$ cat config.mk
export PLATFORM = sky130hd
export DESIGN_NAME = halflife_decay_ctrl
export DESIGN_NICKNAME = d
export VERILOG_FILES = /design/src/rtl/halflife_decay_ctrl.sv
export SDC_FILE = /design/constraint.sdc
export NUM_CORES = 1
export LEC_CHECK = 0
export CORE_MARGIN = 4
export CORE_UTILIZATION = 35
export CTS_CLUSTER_SIZE = 25
export DETAILED_ROUTE_END_ITERATION = 8
export MAX_ROUTING_LAYER = met4
export SLEW_MARGIN = 0
export SYNTH_ARGS = -nofsm -noshare
export SYNTH_HDL_FRONTEND = slang
export SYNTH_SLANG_ARGS = --single-unit
$ cat constraint.sdc
create_clock -name clk -period 3.5 [get_ports clk]
set_input_delay 0.7 -clock clk [delete_from_list [all_inputs] [get_ports clk]]
set_output_delay 0.7 -clock clk [all_outputs]
set_load 0.01 [all_outputs]
$ cat src/rtl/halflife_decay_ctrl.sv
// rtl/halflife_decay_ctrl.sv - half-life decay command generator (load/down strobes for the counter stage)
// Optional build macro: HALFLIFE_ROUND_EN (round-to-nearest halving instead of floor).
module halflife_decay_ctrl #(
    parameter int N = 4,
    parameter int P = 8
) (
    input  logic         clk,
    input  logic         rst,
    input  logic         start,
    input  logic [N-1:0] init_qty,
    input  logic [P-1:0] period,
    input  logic         pause,
    output logic [N-1:0] qty_out,
    output logic         load_strb,
    output logic         down_strb,
    output logic [3:0]   halvings,
    output logic         busy,
    output logic         done
);

    typedef enum logic [1:0] {
        S_IDLE,
        S_LOAD,
        S_RUN,
        S_DONE
    } state_t;

    state_t       state;
    logic [P-1:0] per_r;
    logic [P-1:0] tick;
    logic [P-1:0] per_m1;
    logic [N-1:0] qty_half;
    logic         tick_term;

`ifdef HALFLIFE_ROUND_EN
    logic [N:0]   qty_inc;

    // Round-to-nearest halving at N+1 bits; 1 is forced to 0 so a run always ends.
    always_comb begin
        qty_inc  = {1'b0, qty_out} + {{N{1'b0}}, 1'b1};
        qty_half = (qty_out == {{(N-1){1'b0}}, 1'b1}) ? '0 : qty_inc[N:1];
    end
`else
    // Floor halving: plain logical shift, cannot underflow.
    always_comb begin
        qty_half = qty_out >> 1;
    end
`endif

    // Terminal tick of the current half-life period (unsigned P-bit compare).
    always_comb begin
        per_m1    = per_r - {{(P-1){1'b0}}, 1'b1};
        tick_term = (tick == per_m1);
    end

    // Main FSM. The LOAD exit edge already counts as the first tick so the first
    // down_strb lands exactly per_r cycles after load_strb.
    always_ff @(posedge clk) begin
        if (rst) begin
            state     <= S_IDLE;
            qty_out   <= '0;
            per_r     <= {{(P-1){1'b0}}, 1'b1};
            tick      <= '0;
            halvings  <= '0;
            load_strb <= 1'b0;
            down_strb <= 1'b0;
            busy      <= 1'b0;
            done      <= 1'b0;
        end else begin
            load_strb <= 1'b0;
            down_strb <= 1'b0;
            case (state)
                S_IDLE, S_DONE: begin
                    if (start) begin
                        state     <= S_LOAD;
                        qty_out   <= init_qty;
                        per_r     <= (period == '0) ? {{(P-1){1'b0}}, 1'b1} : period;
                        tick      <= '0;
                        halvings  <= '0;
                        load_strb <= 1'b1;
                        busy      <= 1'b1;
                        done      <= 1'b0;
                    end
                end
                S_LOAD, S_RUN: begin
                    if (state == S_LOAD && qty_out == '0) begin
                        state <= S_DONE;
                        busy  <= 1'b0;
                        done  <= 1'b1;
                    end else if (state == S_LOAD || !pause) begin
                        if (tick_term) begin
                            tick      <= '0;
                            qty_out   <= qty_half;
                            down_strb <= 1'b1;
                            if (halvings != 4'hF) begin
                                halvings <= halvings + 4'd1;
                            end
                            if (qty_half == '0) begin
                                state <= S_DONE;
                                busy  <= 1'b0;
                                done  <= 1'b1;
                            end else begin
                                state <= S_RUN;
                            end
                        end else begin
                            tick  <= tick + {{(P-1){1'b0}}, 1'b1};
                            state <= S_RUN;
                        end
                    end
                end
                default: begin
                    state <= S_IDLE;
                end
            endcase
        end
    end

endmodule
==> metrics.cfg <==
[clocking]
htreeDepth = 2
cts-buffers-inserted = 5
ctsResizeCount = 0
ctsLongestPathBuffers = 2
ctsHoldBuffers = 0
cts_sinks = 30
cts.clk_slew.worst_paths_ps = 60
clk_latency_ps = 280
post_cts_buffers = 0
cts-root-buf = clkbuf_8
cts_tree = done

[detailed_routing]
vias = 1447
wl_um = 3720
post_drt_wl_per_cell_um = 13.6
routed_via_density = 5.28
first_pass_iters = 6
detail-route-antenna-nets = 0
drt_iter0_drc = 89
drc_errors = 0

[sta]
hold_slack_ps = 455
tns_ps = 0
relSlewSlack_pct = 62.3
hold_viol = 0
finalSetupViolCount = 0
fin_crit_sh_pct = 72.1
worst_slew_pin_slew_ps = 559
finClkSkew_ps = 5.54
rsz0062_at_grt = false
max_freq_mhz = 396
post-route-min-period_ps = 2520
drv_slew = 0

[floorplan]
initial_core_util_pct = 36.9
die_h_um = 76.4
dieArea_sq_um = 5840
core_area_sq_um = 4440
ios = 28
rows = 24
die_w_um = 76.4

[synthesis]
yosys.area_share.simple_pct = 29.4
muxShareOfSynthArea_pct = 1.91
synth_top_family_by_area = simple AND/OR/NAND/NOR gates
synthFlopType = dfxtp_1
synth_xor_area_share_pct = 7.49
yosys.area_share.adder_pct = 3.06
synth_cells = 195
syn-cell-area_sq_um = 1640
ys_async_sr_fraction_pct = 0
synth_compound_area_share_pct = 16.6
synth_fp_nets = 215
ys_types = 48
yosysWarnings = 0
ys_ff_latch = 30
postSynthAreaPerCell_sq_um = 8.40
synth_edf_count = 0
ys_seq_area_share_pct = 36.7

[final_layout]
layout.cells.non_filler = 274
n_fill_cell = 477
multi_input_area_sq_um = 957
diodes = 0
nets = 243
seq_area_sq_um = 601
utilization_pct = 45.6
drive_above_1_share_pct = 8.11
area_growth_pct = 23.8

[worst_setup_path]
cp-end-kind = flip-flop
path_max_fanout = 15
arrival_ps = 2690
crit_type = input port to flip-flop
r2r_slack_ps = 1020
required_ps = 3670
r2r-end = halvings[1]
rr_startpoint = per_r[0]
reg2reg_depth = 8
cp-start-kind = input port

[global_routing]
track_usage_pct = 13.6
grt_overflow_total = 0
grt_pass1_wl_um = 6350
grt_pass1_vias = 1402
antenna_found_initial = 0
grt_max_degree = 19

[power_and_ir_drop]
p_leak_nw = 0.786
p_per_area_nw_per_um2 = 693
peakVddDrop_mv = 0.356

[placement]
place_inst = 268
place_congestion = 0.846
dp_hpwl_um = 2790
io_buffers = 27

[outcome]
outcome = complete, no violations

[worst_hold_path]
hold_path_depth = 2
hold_path_end = done
hp-class = flip-flop to flip-flop
min_from = done

[job]
max_cap_violations = 0

-- sequential cells by signal (all words and copies together) (netlist names) --
register	flops
state	2
busy	1
done	1
tick	8
per_r	8
qty_out	4
load_strb	1
down_strb	1
halvings	4
-- per-layer routing --
| layer | vias to the layer above | track usage (%) | share of wire, % |
|---|---|---|---|
| met3 | 7 | 3.31 | 3.4 |
| met2 | 26 | 21.2 | 43 |
| met1 | 661 | 16.9 | 52 |
| met4 | 0 | 5.43 | 1.8 |
| met5 | - | - | 0 |
| li1 | 753 | - | - |
-- cells by family after synthesis --
family,count (synthesis)
xor+xnor,14
mux,3
simple gates,88
buf+inv,19
compound gates,37
flops,30
fa+ha+maj,4
-- stage by stage --
stage | power (mW) | setup slack [ps] | instance area (sq um)
floorplan | 0.953 | 1290 | 1640
global placement | 1.13 | 771 | 1950
detailed placement | 1.14 | 702 | 1950
CTS | 1.42 | 1010 | 2030
global route | 1.52 | 747 | 2030
finish | 1.41 | 977 | 2030
-- final cells by class --
type	instances	share of cell area [%]
Multi-Input combinational cell	146	47.2
Inverter	12	2.22
Timing Repair Buffer	28	13.7
Sequential cell	30	29.6
Clock buffer	6	4.07
Tap cell	52	3.21
-- synthesized netlist by cell type, types with 2 or more instances --
cell / instances / share of area, %
dfxtp_1: 30 / 37
nand2_1: 29 / 6.6
a21oi_1: 13 / 4.0
inv_1: 12 / 2.7
xnor2_1: 11 / 5.9
and3_1: 9 / 3.4
nand4_1: 6 / 2.3
nor2_1: 6 / 1.4
or3_1: 6 / 2.3
nand3_1: 5 / 1.5
o21ai_0: 5 / 1.5
and2_1: 4 / 1.5
clkbuf_1: 4 / 0.92
ha_1: 4 / 3.1
a211oi_2: 3 / 2.3
nor2b_1: 3 / 1.1
nor3_1: 3 / 0.92
nor4_1: 3 / 1.1
o211ai_1: 3 / 1.4
xor2_1: 3 / 1.6
mux2i_1: 2 / 1.2
nand2b_1: 2 / 0.76
o21ai_1: 2 / 0.61
o221ai_1: 2 / 1.1
or3b_1: 2 / 1.1
-- worst max-delay path, cell delays in order --
cell and delay (ps):
clkdlybuf4s50_1 480, nand2_1 310, nand2_1 320, nand4_1 270, o2111a_1 310, a311o_1 310
-- power by group --
part	switching [mW]	internal, mW	leakage, nW
clock	0.125	0.151	0.0431
combinational	0.379	0.283	0.498
sequential	0.0587	0.409	0.245
total	0.563	0.843	0.786
-- placed cells by master (no fill, tap or decap), drive strengths merged, types with 4 or more instances in the layout --
master and instances:
or3 7, inv 12, ha 4, and2 5, dfxtp 30, o21ai 7
xnor2 11, nand2 29, nand4 6, nand3 5, a21oi 13, a211oi 4
clkbuf 6, clkdlybuf4s50 27, o211ai 4, and3 9, nor2 7
-- worst max path at each step --
stage          depth (start not counted)           to      from  slack (ps)
2_1_floorplan                          8  halvings[1]  per_r[0]        1290
3_3_place_gp                           6  halvings[1]     start         770
3_5_place_dp                           6  halvings[1]     start         700
4_1_cts                                6  halvings[1]     start        1010
5_1_grt                                8  halvings[1]  per_r[0]         750
6_report                               6  halvings[1]     start         980
Power figures use the tool's default switching activity.
